<file path="config.mk">
export PLATFORM = sky130hd
export DESIGN_NAME = qspi_read_streamer_flat
export DESIGN_NICKNAME = d
export VERILOG_FILES = /design/src/rtl/qspi_read_streamer_pkg.sv /design/src/rtl/qspi_read_streamer_if.sv /design/src/rtl/qspi_read_streamer_rd_fifo.sv /design/src/rtl/qspi_read_streamer.sv /design/src/flat_wrapper.sv
export SDC_FILE = /design/constraint.sdc
export NUM_CORES = 1
export LEC_CHECK = 0
export CAP_MARGIN = 20
export CORE_UTILIZATION = 58
export DETAILED_ROUTE_END_ITERATION = 8
export HOLD_SLACK_MARGIN = 0.1
export PLACE_DENSITY = 0.8
export SETUP_SLACK_MARGIN = 0.15
export SLEW_MARGIN = 20
export SYNTH_ARGS = -nofsm -noshare
export SYNTH_HDL_FRONTEND = slang
export SYNTH_SLANG_ARGS = --single-unit
</file>
<file path="constraint.sdc">
create_clock -name clk -period 5.8 [get_ports clk]
set_input_delay 1.45 -clock clk [delete_from_list [all_inputs] [get_ports clk]]
set_output_delay 1.45 -clock clk [all_outputs]
set_load 0.005 [all_outputs]
</file>
<file path="src/rtl/qspi_read_streamer_pkg.sv">
// Shared types and constants for the QSPI read streamer: sequencer states,
// flash read opcodes and lane-mode encodings.
package qspi_read_streamer_pkg;

    typedef enum logic [1:0] {
        ST_IDLE       = 2'd0,
        ST_WAIT_SPACE = 2'd1,
        ST_ISSUE      = 2'd2,
        ST_XFER       = 2'd3
    } state_t;

    localparam logic [7:0] CMD_READ            = 8'h03;
    localparam logic [7:0] CMD_FAST_READ       = 8'h0B;
    localparam logic [7:0] CMD_DUAL_FAST_READ  = 8'hBB;
    localparam logic [7:0] CMD_QUAD_FAST_READ  = 8'hEB;

    localparam logic [1:0] MODE_SINGLE = 2'b00;
    localparam logic [1:0] MODE_DUAL   = 2'b01;
    localparam logic [1:0] MODE_QUAD   = 2'b10;

    function automatic logic [15:0] min_words(input logic [15:0] a, input logic [15:0] b);
        return (a < b) ? a : b;
    endfunction

endpackage

</file>
<file path="src/rtl/qspi_read_streamer_if.sv">
// Command/status bus between the read streamer (master modport) and the
// QSPI master core it sequences (slave modport).
interface qspi_read_streamer_if;
    logic        m_enable;
    logic [7:0]  m_command;
    logic [23:0] m_addr;
    logic        m_rw;
    logic [31:0] m_data;
    logic        m_burst_enable;
    logic [15:0] m_burst_count;
    logic [15:0] m_divider;
    logic        m_cpol;
    logic        m_cpha;
    logic [1:0]  m_mode;
    logic        m_busy;
    logic        m_done;
    logic [31:0] m_read_word;
    logic        m_burst_read_data_valid;

    modport master (
        output m_enable, m_command, m_addr, m_rw, m_data, m_burst_enable,
               m_burst_count, m_divider, m_cpol, m_cpha, m_mode,
        input  m_busy, m_done, m_read_word, m_burst_read_data_valid
    );

    modport slave (
        input  m_enable, m_command, m_addr, m_rw, m_data, m_burst_enable,
               m_burst_count, m_divider, m_cpol, m_cpha, m_mode,
        output m_busy, m_done, m_read_word, m_burst_read_data_valid
    );
endinterface

</file>
<file path="src/rtl/qspi_read_streamer_rd_fifo.sv">
// Synchronous first-word-fall-through FIFO: a word pushed in one cycle is on
// dout the next; push+pop together is legal at any fill level.
module qspi_rd_fifo #(
    parameter int WIDTH = 32,
    parameter int DEPTH = 16
) (
    input  logic                   clk,
    input  logic                   reset,
    input  logic                   push,
    input  logic [WIDTH-1:0]       din,
    input  logic                   pop,
    output logic [WIDTH-1:0]       dout,
    output logic                   full,
    output logic                   empty,
    output logic [$clog2(DEPTH):0] free_count
);
    localparam int AW = $clog2(DEPTH);
    localparam int CW = AW + 1;

    logic [WIDTH-1:0] r_mem [DEPTH];
    logic [AW-1:0]    r_wr_ptr;
    logic [AW-1:0]    r_rd_ptr;
    logic [CW-1:0]    r_count;
    logic             w_push;
    logic             w_pop;

    assign empty      = (r_count == '0);
    assign full       = (r_count == CW'(DEPTH));
    assign free_count = CW'(DEPTH) - r_count;

    // No bypass: a pop against an empty FIFO is ignored even if a push lands.
    assign w_pop  = pop && !empty;
    assign w_push = push && (!full || w_pop);

    always_ff @(posedge clk) begin
        if (w_push) begin
            r_mem[r_wr_ptr] <= din;
        end
    end

    always_ff @(posedge clk) begin
        if (reset) begin
            r_wr_ptr <= '0;
            r_rd_ptr <= '0;
            r_count  <= '0;
        end else begin
            if (w_push) begin
                r_wr_ptr <= r_wr_ptr + 1'b1;
            end
            if (w_pop) begin
                r_rd_ptr <= r_rd_ptr + 1'b1;
            end
            r_count <= r_count + CW'(w_push) - CW'(w_pop);
        end
    end

    assign dout = empty ? '0 : r_mem[r_rd_ptr];

endmodule

</file>
<file path="src/rtl/qspi_read_streamer.sv">
// Splits a word read request into bursts for the QSPI master, issuing each
// burst only when the read FIFO can absorb all of it, and streams the data out.
module qspi_read_streamer
    import qspi_read_streamer_pkg::*;
#(
    parameter int          FIFO_DEPTH = 16,
    parameter int          MAX_BURST  = 8,
    parameter logic [7:0]  READ_CMD   = CMD_QUAD_FAST_READ,
    parameter logic [15:0] DIVIDER    = 16'd4,
    parameter logic [1:0]  SPI_MODE   = MODE_QUAD,
    parameter logic        CPOL       = 1'b0,
    parameter logic        CPHA       = 1'b0
) (
    input  logic        clk,
    input  logic        reset,
    input  logic        req_valid,
    output logic        req_ready,
    input  logic [23:0] req_addr,
    input  logic [15:0] req_words,
    output logic        out_valid,
    input  logic        out_ready,
    output logic [31:0] out_data,
    output logic        rd_busy,
    output logic        rd_done,
    output logic        rd_err,
    qspi_read_streamer_if.master qm
);
    localparam int CW = $clog2(FIFO_DEPTH) + 1;

    state_t        r_state;
    state_t        w_state_next;
    logic [23:0]   r_addr;
    logic [15:0]   r_remaining;
    logic [15:0]   r_chunk;
    logic [15:0]   r_rcv;
    logic          r_done;
    logic          r_err;

    logic          w_accept;
    logic          w_enable;
    logic [15:0]   w_chunk;
    logic          w_pop;
    logic [CW-1:0] w_free;
    logic [15:0]   w_free_after;
    logic          w_space_ok;
    logic          w_beat_ok;
    logic          w_beat_bad;
    logic [15:0]   w_rcv_next;
    logic          w_burst_end;
    logic          w_last_burst;
    logic          w_fifo_full;
    logic          w_fifo_empty;
    logic          w_unused_busy;

    assign w_accept     = req_valid && (r_state == ST_IDLE);
    assign w_chunk      = min_words(r_remaining, 16'(MAX_BURST));
    assign w_pop        = out_ready && !w_fifo_empty;
    // Space check counts the slot freed by this cycle's pop.
    assign w_free_after = 16'(w_free) + 16'(w_pop);
    assign w_space_ok   = (w_free_after >= w_chunk);
    assign w_beat_ok    = qm.m_burst_read_data_valid && (r_state == ST_XFER) && (r_rcv < r_chunk);
    assign w_beat_bad   = qm.m_burst_read_data_valid && !w_beat_ok;
    assign w_rcv_next   = r_rcv + 16'(w_beat_ok);
    assign w_burst_end  = (r_state == ST_XFER) && qm.m_done;
    assign w_last_burst = (r_remaining == r_chunk);
    // Sequencing keys off m_done alone; busy is informational.
    assign w_unused_busy = qm.m_busy;

    always_comb begin
        w_state_next = r_state;
        w_enable     = 1'b0;
        case (r_state)
            ST_IDLE: begin
                if (w_accept && (req_words != 16'd0)) begin
                    w_state_next = ST_WAIT_SPACE;
                end
            end
            ST_WAIT_SPACE: begin
                if (w_space_ok) begin
                    w_state_next = ST_ISSUE;
                end
            end
            ST_ISSUE: begin
                w_enable     = 1'b1;
                w_state_next = ST_XFER;
            end
            ST_XFER: begin
                if (qm.m_done) begin
                    w_state_next = w_last_burst ? ST_IDLE : ST_WAIT_SPACE;
                end
            end
            default: w_state_next = ST_IDLE;
        endcase
    end

    always_ff @(posedge clk) begin
        if (reset) begin
            r_state     <= ST_IDLE;
            r_addr      <= '0;
            r_remaining <= '0;
            r_chunk     <= '0;
            r_rcv       <= '0;
            r_done      <= 1'b0;
            r_err       <= 1'b0;
        end else begin
            r_state <= w_state_next;
            r_done  <= (w_accept && (req_words == 16'd0)) || (w_burst_end && w_last_burst);
            if (w_accept) begin
                r_addr      <= req_addr;
                r_remaining <= req_words;
            end
            if ((r_state == ST_WAIT_SPACE) && w_space_ok) begin
                r_chunk <= w_chunk;
                r_rcv   <= '0;
            end
            if (r_state == ST_XFER) begin
                r_rcv <= w_rcv_next;
            end
            if (w_burst_end) begin
                r_addr      <= r_addr + 24'({r_chunk, 2'b00});
                r_remaining <= r_remaining - r_chunk;
            end
            // A fresh request clears the error unless it is re-flagged this cycle.
            if (w_accept) begin
                r_err <= 1'b0;
            end
            if (w_beat_bad || (w_burst_end && (w_rcv_next != r_chunk))) begin
                r_err <= 1'b1;
            end
        end
    end

    qspi_rd_fifo #(
        .WIDTH (32),
        .DEPTH (FIFO_DEPTH)
    ) u_fifo (
        .clk        (clk),
        .reset      (reset),
        .push       (w_beat_ok),
        .din        (qm.m_read_word),
        .pop        (out_ready),
        .dout       (out_data),
        .full       (w_fifo_full),
        .empty      (w_fifo_empty),
        .free_count (w_free)
    );

    a_no_overflow: assert property (@(posedge clk) disable iff (reset)
        !(w_beat_ok && w_fifo_full && !w_pop));

    assign req_ready = (r_state == ST_IDLE);
    assign rd_busy   = (r_state != ST_IDLE);
    assign rd_done   = r_done;
    assign rd_err    = r_err;
    assign out_valid = !w_fifo_empty;

    assign qm.m_enable       = w_enable;
    assign qm.m_command      = READ_CMD;
    assign qm.m_addr         = r_addr;
    assign qm.m_rw           = 1'b1;
    assign qm.m_data         = '0;
    assign qm.m_burst_enable = 1'b1;
    assign qm.m_burst_count  = r_chunk;
    assign qm.m_divider      = DIVIDER;
    assign qm.m_cpol         = CPOL;
    assign qm.m_cpha         = CPHA;
    assign qm.m_mode         = SPI_MODE;

endmodule

</file>
<file path="src/flat_wrapper.sv">
// flat-port wrapper written by rule: the top's interface ports become plain ports
module qspi_read_streamer_flat import qspi_read_streamer_pkg::*;
#(
    parameter int          FIFO_DEPTH = 16,
    parameter int          MAX_BURST  = 8,
    parameter logic [7:0]  READ_CMD   = CMD_QUAD_FAST_READ,
    parameter logic [15:0] DIVIDER    = 16'd4,
    parameter logic [1:0]  SPI_MODE   = MODE_QUAD,
    parameter logic        CPOL       = 1'b0,
    parameter logic        CPHA       = 1'b0
)
  (clk, reset, req_valid, req_ready, req_addr, req_words, out_valid, out_ready, out_data, rd_busy, rd_done, rd_err, qm_m_enable, qm_m_command, qm_m_addr, qm_m_rw, qm_m_data, qm_m_burst_enable, qm_m_burst_count, qm_m_divider, qm_m_cpol, qm_m_cpha, qm_m_mode, qm_m_busy, qm_m_done, qm_m_read_word, qm_m_burst_read_data_valid);
  qspi_read_streamer_if qm_i ();
  input  logic clk;
  input  logic reset;
  input  logic req_valid;
  output logic req_ready;
  input  logic [23:0] req_addr;
  input  logic [15:0] req_words;
  output logic out_valid;
  input  logic out_ready;
  output logic [31:0] out_data;
  output logic rd_busy;
  output logic rd_done;
  output logic rd_err;
  output wire logic [$bits(qm_i.m_enable)-1:0] qm_m_enable;
  output wire logic [$bits(qm_i.m_command)-1:0] qm_m_command;
  output wire logic [$bits(qm_i.m_addr)-1:0] qm_m_addr;
  output wire logic [$bits(qm_i.m_rw)-1:0] qm_m_rw;
  output wire logic [$bits(qm_i.m_data)-1:0] qm_m_data;
  output wire logic [$bits(qm_i.m_burst_enable)-1:0] qm_m_burst_enable;
  output wire logic [$bits(qm_i.m_burst_count)-1:0] qm_m_burst_count;
  output wire logic [$bits(qm_i.m_divider)-1:0] qm_m_divider;
  output wire logic [$bits(qm_i.m_cpol)-1:0] qm_m_cpol;
  output wire logic [$bits(qm_i.m_cpha)-1:0] qm_m_cpha;
  output wire logic [$bits(qm_i.m_mode)-1:0] qm_m_mode;
  input wire logic [$bits(qm_i.m_busy)-1:0] qm_m_busy;
  input wire logic [$bits(qm_i.m_done)-1:0] qm_m_done;
  input wire logic [$bits(qm_i.m_read_word)-1:0] qm_m_read_word;
  input wire logic [$bits(qm_i.m_burst_read_data_valid)-1:0] qm_m_burst_read_data_valid;
  assign qm_m_enable = qm_i.m_enable;
  assign qm_m_command = qm_i.m_command;
  assign qm_m_addr = qm_i.m_addr;
  assign qm_m_rw = qm_i.m_rw;
  assign qm_m_data = qm_i.m_data;
  assign qm_m_burst_enable = qm_i.m_burst_enable;
  assign qm_m_burst_count = qm_i.m_burst_count;
  assign qm_m_divider = qm_i.m_divider;
  assign qm_m_cpol = qm_i.m_cpol;
  assign qm_m_cpha = qm_i.m_cpha;
  assign qm_m_mode = qm_i.m_mode;
  assign qm_i.m_busy = qm_m_busy;
  assign qm_i.m_done = qm_m_done;
  assign qm_i.m_read_word = qm_m_read_word;
  assign qm_i.m_burst_read_data_valid = qm_m_burst_read_data_valid;
  qspi_read_streamer #(.FIFO_DEPTH(FIFO_DEPTH), .MAX_BURST(MAX_BURST), .READ_CMD(READ_CMD), .DIVIDER(DIVIDER), .SPI_MODE(SPI_MODE), .CPOL(CPOL), .CPHA(CPHA)) u_core (.clk(clk), .reset(reset), .req_valid(req_valid), .req_ready(req_ready), .req_addr(req_addr), .req_words(req_words), .out_valid(out_valid), .out_ready(out_ready), .out_data(out_data), .rd_busy(rd_busy), .rd_done(rd_done), .rd_err(rd_err), .qm(qm_i));
endmodule
</file>
==> metrics.txt, run 1 <==
# TYPE chip_impl_metric gauge
chip_impl_info{name="status",value="finished clean"} 1
chip_impl_metric{name="timing.final.crit_period",unit="ns"} 4.983
chip_impl_metric{name="globalRoute.totalOverflow",unit=""} 0
chip_impl_metric{name="timing.final.hold_violations",unit=""} 0
chip_impl_metric{name="placement_cell_area",unit="um^2"} 28820
chip_impl_metric{name="clock_insertion_delay_worst_skew",unit="ns"} 0.65
chip_impl_metric{name="netlist_instances",unit=""} 1667
chip_impl_metric{name="clock_skew",unit="ns"} 0.06203
chip_impl_metric{name="antenna_violating_nets_post_route",unit=""} 0
chip_impl_info{name="clock_tree_from_tritoncts",value="yes"} 1
chip_impl_metric{name="ir_drop",unit="uV"} 317.7
chip_impl_metric{name="nFillCells",unit=""} 2922
chip_impl_metric{name="drt_iter0_markers",unit=""} 1580
chip_impl_metric{name="final.period_utilization",unit=""} 0.8591
chip_impl_metric{name="worst_slew_pin_slew",unit="ns"} 1.155
chip_impl_metric{name="timing_max_transition_violations_final",unit=""} 0
chip_impl_metric{name="drc",unit=""} 0
chip_impl_metric{name="num-nets-final",unit=""} 1979
chip_impl_metric{name="synth-edff-count",unit=""} 512
chip_impl_metric{name="numPlacedInstances",unit=""} 2364
chip_impl_metric{name="wl_per_cell",unit="um"} 26.76
chip_impl_metric{name="starting_utilization_of_the_core_area",unit=""} 0.5896
chip_impl_metric{name="row_count",unit=""} 78
chip_impl_metric{name="chipWidth",unit="um"} 217.2
chip_impl_metric{name="synth_cell_types",unit=""} 78
chip_impl_info{name="hold_path.class",value="flop to flop"} 1
chip_impl_metric{name="htree_num_levels",unit=""} 2
chip_impl_metric{name="final_area",unit="um^2"} 30780
chip_impl_metric{name="post-route-util",unit=""} 0.6755
chip_impl_metric{name="power.density",unit="nW/um^2"} 390.9
chip_impl_metric{name="antenna_found_initial",unit=""} 2
chip_impl_metric{name="first_global_vias",unit=""} 15900
chip_impl_metric{name="max_cap_viol_count",unit=""} 0
chip_impl_metric{name="setup_viol_count_final",unit=""} 0
chip_impl_metric{name="final_hold_slack",unit="ns"} 0.4595
chip_impl_metric{name="die_span_y",unit="um"} 217.2
chip_impl_info{name="synth.most_common_cell",value="edfxtp_1"} 1
chip_impl_info{name="rsz0062_at_grt",value="false"} 1
chip_impl_metric{name="cts_inserted_buffers",unit=""} 57
chip_impl_metric{name="hold_buffers",unit=""} 0
chip_impl_metric{name="post_synth.cell_area_avg",unit="um^2"} 16.12
chip_impl_metric{name="async_reset_ff_frac",unit=""} 0
chip_impl_metric{name="synthesis.area",unit="um^2"} 26870
chip_impl_info{name="synth_top_flop_cell",value="edfxtp_1"} 1
chip_impl_metric{name="grt_max_degree",unit=""} 61
chip_impl_metric{name="core",unit="um^2"} 45580
chip_impl_metric{name="cts-root-to-sink-buffers",unit=""} 3
chip_impl_info{name="critical_path.endpoint_type",value="output port"} 1
chip_impl_info{name="path_class",value="flop to output port"} 1
chip_impl_metric{name="syn2layout_area_growth",unit="%"} 14.57
chip_impl_metric{name="clkSlewWorstSetupHoldPaths",unit="ns"} 0.07
chip_impl_info{name="synthDominantAreaCellType",value="edfxtp_1"} 1
chip_impl_metric{name="setup_total_negative_slack",unit="ns"} 0
chip_impl_metric{name="max-slew-margin-rel",unit=""} 0.2300
chip_impl_metric{name="global_route_wire_length_before_repair",unit="um"} 97800
chip_impl_metric{name="number_of_synthesized_register_bits",unit=""} 605
chip_impl_metric{name="dr_total_vias",unit=""} 15820
chip_impl_metric{name="finish.cell_count_without_fillers",unit=""} 2472
chip_impl_metric{name="drt_pre_antenna_iters",unit=""} 5
chip_impl_metric{name="area_share_of_the_largest_cell_type_after_synthesis",unit=""} 0.5722
chip_impl_metric{name="worstPathMaxFanout",unit=""} 36
chip_impl_metric{name="required",unit="ns"} 4.35
chip_impl_info{name="cts-root-buf",value="clkbuf_16"} 1
chip_impl_info{name="worst_setup_path_start_kind",value="flop"} 1
chip_impl_metric{name="pre_cts_ws",unit="ns"} 1.145
chip_impl_metric{name="layout-drive-gt1-share",unit=""} 0.1710
chip_impl_info{name="synth_commonest_cells",value="edfxtp_1, mux4_2, dfxtp_1"} 1
chip_impl_metric{name="synth-seq-area-share",unit=""} 0.6415
chip_impl_metric{name="hpwlAfterDp",unit="um"} 36910
chip_impl_info{name="post_synth_main_area_contributors",value="edfxtp_1, mux4_2, dfxtp_1"} 1
chip_impl_metric{name="routed_wirelength",unit="um"} 66140
chip_impl_metric{name="drt-vias-per-instance",unit=""} 6.399
chip_impl_metric{name="cts_repair_resize_count",unit=""} 0
chip_impl_metric{name="clock_sink_count",unit=""} 605
chip_impl_metric{name="slack_of_the_critical_path",unit="ns"} 0.8174
chip_impl_metric{name="synthesis_warnings",unit=""} 0
chip_impl_metric{name="fin_total_pwr",unit="mW"} 12.03
chip_impl_metric{name="place.port_buffers",unit=""} 155
chip_impl_metric{name="cellLeakagePower",unit="nW"} 10.31
chip_impl_metric{name="gr-usage-all-layers",unit=""} 0.2825
chip_impl_metric{name="io_pins",unit=""} 219
chip_impl_metric{name="worst_ep_arrival_time",unit="ns"} 3.53
chip_impl_metric{name="die-area",unit="um^2"} 47190
chip_impl_metric{name="gpl.final_weighted_congestion",unit=""} 0.9534
chip_impl_metric{name="post-cts-setup-buffers",unit=""} 0
chip_impl_metric{name="timing.fmax",unit="GHz"} 0.2007
placed cells by master (no fill, tap or decap), drive strengths merged, types with 4 or more instances in the layout:
cell,instances
edfxtp,512
mux4,160
clkdlybuf4s50,154
dfxtp,93
nand2,76
ha,74
nor2,65
conb,64
clkbuf,63
a21oi,53
and2,49
inv,43
nand3,37
and3,37
o21ai,33
xnor2,32
clkinv,29
a311oi,28
a211oi,27
buf,24
xor2,22
a21o,16
nor3,15
nand2b,14
nor2b,12
mux2i,12
nand4,12
nor4,12
or3,10
a31oi,10
clkinvlp,7
bufinv,7
o21a,5
mux2,5
a211o,4
and4,4
critical path: stages (launching register included):
cell             delay [ns]
dfxtp_4                0.80
buf_12                 0.38
mux4_2                 0.56
mux4_2                 0.50
and2_1                 0.22
clkdlybuf4s50_1        0.46
power breakdown:
| part | total (mW) | switching (mW) | internal [mW] |
|---|---|---|---|
| sequential | 5.01 | 0.198 | 4.81 |
| clock | 3.85 | 1.70 | 2.15 |
| combinational | 3.17 | 1.51 | 1.66 |
| total | 12.0 | 3.41 | 8.62 |
final timing paths:
| path | start | end | cells past startpoint | slack (ns) |
|---|---|---|---|---|
| worst max-delay path | flop | out_data[1] | 5 | 0.82 |
| worst min-delay path | u_core.qm.m_addr[1] | u_core.qm.m_addr[1] | 2 | 0.46 |
| worst max register to register | u_core.qm.m_burst_count[1] | u_core.rd_err | 15 | 1.69 |
| worst min register to register | u_core.qm.m_addr[1] | u_core.qm.m_addr[1] | 2 | 0.46 |
final cells by class:
cell class              count  area (um^2)  area share
flip-flops and latches    605        17250      0.5603
multi-input cells         939         8920      0.2897
diodes                      1        2.502  0.00008129
repair buffers            178         1769     0.05747
well taps                 600        750.7     0.02439
clock buffers              63         1459     0.04739
clock inverters            44        476.7     0.01549
inverters                  42        157.7    0.005121
metal layers:
| layer | up-vias | GRT usage | wire length, um |
|---|---|---|---|
| met5 | - | 0 | 10 |
| met4 | 2 | 0.08803 | 1644 |
| met3 | 121 | 0.04430 | 5330 |
| met2 | 875 | 0.4840 | 33660 |
| met1 | 8052 | 0.3724 | 25490 |
| li1 | 6768 | - | - |
kinds of logic (layout without fill, tap and decap cells):
group | after synthesis | in the layout | share of synthesized area
other | 2 | 65 | 0.0002795
AO/OA/AOI/OAI | 207 | 207 | 0.05299
AND/OR/NAND/NOR | 360 | 360 | 0.07306
XOR/XNOR | 54 | 54 | 0.01760
multiplexers | 177 | 177 | 0.1407
flip-flops | 605 | 605 | 0.6415
buffers and inverters | 185 | 327 | 0.03721
adder cells (fa/ha/maj) | 77 | 77 | 0.03669
sequential cells by signal, indices dropped and copies added (netlist names), 2 cells and up, named ones only:
signal                   cells
u_core.r_rcv                16
u_core.u_fifo.r_count        5
u_core.qm.m_burst_count     16
u_core.r_remaining          16
u_core.qm.m_addr            24
u_core.u_fifo.r_mem        512
u_core.r_state               2
u_core.u_fifo.r_rd_ptr       4
u_core.u_fifo.r_wr_ptr       4
Power figures use the tool's default switching activity.
==> run 2: changes to the inputs <==
CORE_MARGIN = 2   (was not set)
TNS_END_PERCENT = 50   (was not set)
==> run 2 against run 1 <==
Against the previous run: via count is 0.16% lower; combinational power barely moved; register-to-register slack worse by 0.17 ns; sequential power about the same; global-route usage fell by 0.55 points; clock-buffer cell count up 7; highest routed layer unchanged; fmax about the same; sequential share of layout area shrank 0.25 points; total power up 1.6%; critical path depth stayed put; die area rose by 1.8%.
==> metrics.txt, run 2 (synthesis gave the netlist of run 1 again) <==
# TYPE chip_impl_metric gauge
chip_impl_metric{name="starting_utilization_of_the_core_area",unit=""} 0.5896
chip_impl_metric{name="row_count",unit=""} 78
chip_impl_metric{name="cts_repair_resize_count",unit=""} 0
chip_impl_metric{name="required",unit="ns"} 4.35
chip_impl_metric{name="setup_total_negative_slack",unit="ns"} 0
chip_impl_metric{name="pwr-share-seq",unit=""} 0.409
chip_impl_metric{name="slack_of_the_critical_path",unit="ns"} 0.8199
chip_impl_info{name="timing.critical_path.max_delay_family",value="buffers and inverters"} 1
chip_impl_metric{name="wl_per_cell",unit="um"} 26.46
chip_impl_metric{name="worst_slew_pin_slew",unit="ns"} 1.139
chip_impl_metric{name="core",unit="um^2"} 45580
chip_impl_metric{name="power.share.switching",unit=""} 0.2785
chip_impl_metric{name="power_switching",unit="mW"} 3.404
chip_impl_metric{name="finish.cell_count_without_fillers",unit=""} 2479
chip_impl_info{name="worstHoldStart",value="u_core.qm.m_addr[0]"} 1
chip_impl_metric{name="final_area",unit="um^2"} 30920
chip_impl_metric{name="max_cap_viol_count",unit=""} 0
chip_impl_metric{name="clock_skew",unit="ns"} 0.03721
chip_impl_metric{name="timing.final.hold_violations",unit=""} 0
chip_impl_metric{name="design_internal_power",unit="mW"} 8.817
chip_impl_metric{name="power.density",unit="nW/um^2"} 395.3
chip_impl_metric{name="gpl.final_weighted_congestion",unit=""} 0.9180
chip_impl_info{name="hold-path-endpoint",value="u_core.qm.m_addr[0]"} 1
chip_impl_metric{name="htree_num_levels",unit=""} 2
chip_impl_metric{name="antenna_violating_nets_post_route",unit=""} 0
chip_impl_metric{name="antenna_found_initial",unit=""} 2
chip_impl_metric{name="post-cts-setup-buffers",unit=""} 0
chip_impl_metric{name="syn2layout_area_growth",unit="%"} 15.06
chip_impl_metric{name="global_route_wire_length_before_repair",unit="um"} 97990
chip_impl_metric{name="drt_iter0_markers",unit=""} 1616
chip_impl_metric{name="ir_drop",unit="uV"} 340.6
chip_impl_metric{name="timing.fmax",unit="GHz"} 0.2008
chip_impl_info{name="status",value="finished clean"} 1
chip_impl_info{name="critical_path.reg2reg.endpoint",value="u_core.rd_err"} 1
chip_impl_metric{name="dr_total_vias",unit=""} 15790
chip_impl_metric{name="setup_viol_count_final",unit=""} 0
chip_impl_metric{name="worstPathMaxFanout",unit=""} 45
chip_impl_info{name="timing.critical_path.mode_cell",value="mux4_2"} 1
chip_impl_info{name="path_class",value="flop to output port"} 1
chip_impl_metric{name="chipWidth",unit="um"} 219.2
chip_impl_info{name="cts-root-buf",value="clkbuf_16"} 1
chip_impl_metric{name="clkSlewWorstSetupHoldPaths",unit="ns"} 0.06
chip_impl_metric{name="worst_ep_arrival_time",unit="ns"} 3.53
chip_impl_metric{name="worstHoldPathCells",unit=""} 2
chip_impl_metric{name="globalRoute.totalOverflow",unit=""} 0
chip_impl_info{name="layout_common_cells",value="edfxtp_1, mux4_2, clkdlybuf4s50_1"} 1
chip_impl_metric{name="first_global_vias",unit=""} 16060
chip_impl_metric{name="numPlacedInstances",unit=""} 2366
chip_impl_metric{name="place.port_buffers",unit=""} 155
chip_impl_metric{name="clock_sink_count",unit=""} 605
chip_impl_metric{name="timing.critical_path.buf_inv",unit=""} 2
chip_impl_metric{name="drt_pre_antenna_iters",unit=""} 5
chip_impl_metric{name="drc",unit=""} 0
chip_impl_metric{name="io_pins",unit=""} 219
chip_impl_info{name="clock_tree_from_tritoncts",value="yes"} 1
chip_impl_info{name="layout_commonest_cell",value="edfxtp_1"} 1
chip_impl_metric{name="num-nets-final",unit=""} 1983
chip_impl_metric{name="clock_insertion_delay_worst_skew",unit="ns"} 0.64
chip_impl_metric{name="die_span_y",unit="um"} 219.2
chip_impl_metric{name="pre_cts_ws",unit="ns"} 1.203
chip_impl_metric{name="max-slew-margin-rel",unit=""} 0.2405
chip_impl_metric{name="post-route-util",unit=""} 0.6784
chip_impl_metric{name="final.period_utilization",unit=""} 0.8586
chip_impl_metric{name="cellLeakagePower",unit="nW"} 10.40
chip_impl_metric{name="largest_register_ffs",unit=""} 512
chip_impl_metric{name="drt-vias-per-instance",unit=""} 6.371
chip_impl_metric{name="clock_power_share",unit=""} 0.329
chip_impl_metric{name="cts_inserted_buffers",unit=""} 58
chip_impl_info{name="worstReg2RegStart",value="u_core.qm.m_burst_count[1]"} 1
chip_impl_metric{name="hold_buffers",unit=""} 0
chip_impl_metric{name="timing_max_transition_violations_final",unit=""} 0
chip_impl_info{name="regMostFlops",value="u_core.u_fifo.r_mem"} 1
chip_impl_metric{name="worst_r2r_path_depth",unit=""} 15
chip_impl_metric{name="gr-usage-all-layers",unit=""} 0.2770
chip_impl_info{name="worst_setup_path_start_kind",value="flop"} 1
chip_impl_info{name="rsz0062_at_grt",value="false"} 1
chip_impl_metric{name="final_hold_slack",unit="ns"} 0.4618
chip_impl_metric{name="timing.final.crit_period",unit="ns"} 4.980
chip_impl_metric{name="cts-root-to-sink-buffers",unit=""} 3
chip_impl_info{name="hold_path.class",value="flop to flop"} 1
chip_impl_metric{name="placement_cell_area",unit="um^2"} 28820
chip_impl_metric{name="pwr-share-comb",unit=""} 0.262
chip_impl_metric{name="grt_max_degree",unit=""} 48
chip_impl_info{name="critical_path.cell_chain",value="buf_4, mux4_2, mux4_2, and2_1, clkdlybuf4s50_1"} 1
chip_impl_metric{name="max_stage_delay",unit="ns"} 0.81
chip_impl_metric{name="fin_total_pwr",unit="mW"} 12.22
chip_impl_metric{name="hpwlAfterDp",unit="um"} 36620
chip_impl_metric{name="layout-drive-gt1-share",unit=""} 0.1737
chip_impl_info{name="critical_path.slowest_cell",value="dfxtp_4"} 1
chip_impl_metric{name="die-area",unit="um^2"} 48060
chip_impl_info{name="critical_path.endpoint_type",value="output port"} 1
chip_impl_metric{name="regToRegSetupSlack",unit="ns"} 1.52
chip_impl_metric{name="nFillCells",unit=""} 2897
chip_impl_metric{name="routed_wirelength",unit="um"} 65610
==> run 2: cell types whose count changed in the layout (fill, tap and decap cells not counted), moves of 3 or more <==
cell | previous run | this run
clkinvlp_4 | 7 | 2
buf_4 | 19 | 22
clkbuf_1 | 5 | 8
clkinv_1 | 10 | 7
==> run 2: power by group through the flow <==
stage / clock network, mW / registers [mW] / logic [mW]
floorplan: 0 / 4.98 / 2.16
global placement: 0 / 5.09 / 3.05
detailed placement: 0 / 5.09 / 3.12
CTS: 4.06 / 5.00 / 3.18
global route: 4.21 / 5.01 / 3.46
finish: 4.03 / 5.00 / 3.20
==> run 2: worst max-delay path by stage <==
stage	endpoint	start	depth (start not counted)	slack (ns)
2_1_floorplan	u_core.u_fifo.r_mem[3][0]	out_ready	6	0.88
3_3_place_gp	u_core.r_rcv[10]	out_ready	14	1.21
3_5_place_dp	u_core.r_rcv[1]	out_ready	14	1.20
4_1_cts	out_data[1]	flop	5	0.78
5_1_grt	out_data[27]	flop	5	0.71
6_report	out_data[12]	flop	5	0.82
==> run 2: cell type report <==
type / count / area (um^2) / share of cell area
Sequential cell: 605 / 17250 / 0.5578
Tap cell: 600 / 750.7 / 0.02428
Clock buffer: 70 / 1548 / 0.05006
Inverter: 42 / 157.7 / 0.005099
Timing Repair Buffer: 181 / 1799 / 0.05820
Multi-Input combinational cell: 939 / 8924 / 0.2886
Antenna cell: 2 / 5.005 / 0.0001619
Clock inverter: 40 / 486.7 / 0.01574
==> run 2: tightest hold or removal path: stages, from the launching register on <==
cell and delay (ns):
dfxtp_1 0.31, nand2_1 0.05, a21oi_1 0.05
==> run 2: metal layers <==
layer	vias up	track usage	wire, um
met1	7966	0.3650	24960
met3	140	0.04477	5222
li1	6788	-	-
met5	-	0	12
met4	2	0.1018	1893
met2	897	0.4686	33520
==> run 3: changes to the inputs <==
PLACE_DENSITY = not set   (was 0.8)
PLACE_DENSITY_LB_ADDON = 0.1   (was not set)
RECOVER_POWER = 50   (was not set)
==> run 3 against run 2 <==
Against the previous run: sequential power about the same; final cell count is 0.16% higher; highest routed layer unchanged; fmax is 0.75% lower; setup slack worse by 0.037 ns.
==> metrics.txt, run 3 (synthesis gave the netlist of run 1 again) <==
# TYPE chip_impl_metric gauge
chip_impl_info{name="status",value="finished clean"} 1
chip_impl_metric{name="regToRegSetupSlack",unit="ns"} 1.40
chip_impl_metric{name="starting_utilization_of_the_core_area",unit=""} 0.5896
chip_impl_metric{name="place.port_buffers",unit=""} 155
chip_impl_info{name="hold_path.class",value="flop to flop"} 1
chip_impl_metric{name="cts_inserted_buffers",unit=""} 58
chip_impl_metric{name="globalRoute.totalOverflow",unit=""} 0
chip_impl_metric{name="worst_r2r_path_depth",unit=""} 15
chip_impl_metric{name="clock_sink_count",unit=""} 605
chip_impl_info{name="clock_tree_from_tritoncts",value="yes"} 1
chip_impl_metric{name="chipWidth",unit="um"} 219.2
chip_impl_metric{name="cellLeakagePower",unit="nW"} 10.52
chip_impl_metric{name="first_global_vias",unit=""} 15480
chip_impl_metric{name="clock_skew",unit="ns"} 0.02535
chip_impl_metric{name="global_route_wire_length_before_repair",unit="um"} 90940
chip_impl_info{name="worstHoldStart",value="u_core.qm.m_addr[0]"} 1
chip_impl_metric{name="setup_viol_count_final",unit=""} 0
chip_impl_metric{name="final_area",unit="um^2"} 30930
chip_impl_metric{name="io_pins",unit=""} 219
chip_impl_metric{name="grt_max_degree",unit=""} 70
chip_impl_metric{name="num-nets-final",unit=""} 1995
chip_impl_metric{name="die-area",unit="um^2"} 48060
chip_impl_metric{name="hold_buffers",unit=""} 0
chip_impl_info{name="worstReg2RegStart",value="u_core.qm.m_burst_count[1]"} 1
chip_impl_metric{name="finish.cell_count_without_fillers",unit=""} 2483
chip_impl_info{name="rsz0062_at_grt",value="false"} 1
chip_impl_metric{name="worstPathMaxFanout",unit=""} 28
chip_impl_metric{name="nFillCells",unit=""} 3095
chip_impl_info{name="critical_path.endpoint_type",value="output port"} 1
chip_impl_metric{name="antenna_violating_nets_post_route",unit=""} 0
chip_impl_metric{name="routed_wirelength",unit="um"} 59960
chip_impl_metric{name="timing.fmax",unit="GHz"} 0.1993
chip_impl_info{name="layout_common_cells",value="edfxtp_1, mux4_2, dfxtp_1"} 1
chip_impl_metric{name="worst_slew_pin_slew",unit="ns"} 1.404
chip_impl_metric{name="htree_num_levels",unit=""} 2
chip_impl_metric{name="antenna_found_initial",unit=""} 3
chip_impl_metric{name="cts-root-to-sink-buffers",unit=""} 3
chip_impl_metric{name="die_span_y",unit="um"} 219.2
chip_impl_metric{name="hpwlAfterDp",unit="um"} 36250
chip_impl_metric{name="numPlacedInstances",unit=""} 2378
chip_impl_metric{name="wl_per_cell",unit="um"} 24.15
chip_impl_metric{name="timing_max_transition_violations_final",unit=""} 0
chip_impl_metric{name="clkSlewWorstSetupHoldPaths",unit="ns"} 0.06
chip_impl_metric{name="ir_drop",unit="uV"} 222.8
chip_impl_metric{name="power.density",unit="nW/um^2"} 384.7
chip_impl_metric{name="timing.final.crit_period",unit="ns"} 5.018
chip_impl_metric{name="largest_register_ffs",unit=""} 512
chip_impl_metric{name="worstHoldPathCells",unit=""} 2
chip_impl_metric{name="gpl.final_weighted_congestion",unit=""} 0.8861
chip_impl_info{name="cts-root-buf",value="clkbuf_16"} 1
chip_impl_metric{name="drt_iter0_markers",unit=""} 1271
chip_impl_metric{name="core",unit="um^2"} 45580
chip_impl_info{name="regMostFlops",value="u_core.u_fifo.r_mem"} 1
chip_impl_metric{name="gr-usage-all-layers",unit=""} 0.2544
chip_impl_metric{name="worst_ep_arrival_time",unit="ns"} 3.57
chip_impl_metric{name="clock_insertion_delay_worst_skew",unit="ns"} 0.60
chip_impl_metric{name="syn2layout_area_growth",unit="%"} 15.10
chip_impl_metric{name="max-slew-margin-rel",unit=""} 0.06430
chip_impl_metric{name="final.period_utilization",unit=""} 0.8651
chip_impl_metric{name="max_cap_viol_count",unit=""} 0
chip_impl_metric{name="post-route-util",unit=""} 0.6786
chip_impl_metric{name="post-cts-setup-buffers",unit=""} 0
chip_impl_metric{name="dr_total_vias",unit=""} 15230
chip_impl_metric{name="layout-drive-gt1-share",unit=""} 0.1705
chip_impl_info{name="path_class",value="flop to output port"} 1
chip_impl_metric{name="drt-vias-per-instance",unit=""} 6.134
chip_impl_metric{name="placement_cell_area",unit="um^2"} 29000
chip_impl_metric{name="setup_total_negative_slack",unit="ns"} 0
chip_impl_info{name="hold-path-endpoint",value="u_core.qm.m_addr[0]"} 1
chip_impl_metric{name="antennaDiodeCount",unit=""} 0
chip_impl_metric{name="final_hold_slack",unit="ns"} 0.4606
chip_impl_info{name="critical_path.reg2reg.endpoint",value="u_core.rd_err"} 1
chip_impl_metric{name="required",unit="ns"} 4.35
chip_impl_metric{name="drt_pre_antenna_iters",unit=""} 5
chip_impl_metric{name="drc",unit=""} 0
chip_impl_metric{name="timing.final.hold_violations",unit=""} 0
chip_impl_info{name="layout_commonest_cell",value="edfxtp_1"} 1
chip_impl_metric{name="row_count",unit=""} 78
chip_impl_metric{name="cts_repair_resize_count",unit=""} 0
chip_impl_info{name="worst_setup_path_start_kind",value="flop"} 1
[run 3: cell types whose count changed in the layout (fill, tap and decap cells not counted), sizes merged]
cell,change
buf,+5
bufinv,-3
clkbuf,+16
clkdlybuf4s50,-69
clkinv,-9
diode,-2
dlygate4sd3,+69
inv,-3
[run 3: critical path, cell delays in order, from the launching register on]
cell	delay [ns]
dfxtp_4	0.78
buf_4	0.46
mux4_2	0.54
mux4_2	0.47
and2_1	0.21
clkdlybuf4s50_1	0.47
[run 3: cell type report]
class | count | area [um^2] | area share
inverters | 42 | 157.7 | 0.005097
repair buffers | 193 | 1948 | 0.06299
multi-input cells | 939 | 8897 | 0.2877
clock inverters | 25 | 282.8 | 0.009143
clock buffers | 79 | 1644 | 0.05316
flip-flops and latches | 605 | 17250 | 0.5576
well taps | 600 | 750.7 | 0.02427
[run 3: worst max-delay path by stage]
| stage | end | slack [ns] | cells after the start |
|---|---|---|---|
| 2_1_floorplan | u_core.u_fifo.r_mem[3][0] | 0.88 | 6 |
| 3_3_place_gp | u_core.rd_err | 1.00 | 12 |
| 3_5_place_dp | u_core.rd_err | 0.98 | 12 |
| 4_1_cts | out_data[13] | 0.68 | 5 |
| 5_1_grt | out_data[13] | 0.60 | 5 |
| 6_report | out_data[13] | 0.78 | 5 |
[run 3: metrics by stage]
stage                     total power, mW  worst slack [ns]
after detailed placement            8.201            0.9756
after floorplan                     7.137            0.8827
after CTS                           12.01            0.6836
after global routing                12.42            0.6040
after global placement              8.162             1.003
final                               11.90            0.7825
[run 3: per-layer routing]
layer | routed length, um | global-route usage | share of wire | vias up
met5 | 38 | 0 | 0.00063 | -
met4 | 1607 | 0.08086 | 0.027 | 6
met3 | 4213 | 0.04338 | 0.070 | 111
met2 | 29980 | 0.4280 | 0.50 | 599
met1 | 24130 | 0.3415 | 0.40 | 7703
li1 | - | - | - | 6812
[run 3: power by group]
| group | internal, mW | switching, mW |
|---|---|---|
| combinational | 1.63 | 1.45 |
| clock | 2.24 | 1.57 |
| sequential | 4.82 | 0.190 |
| total | 8.69 | 3.21 |
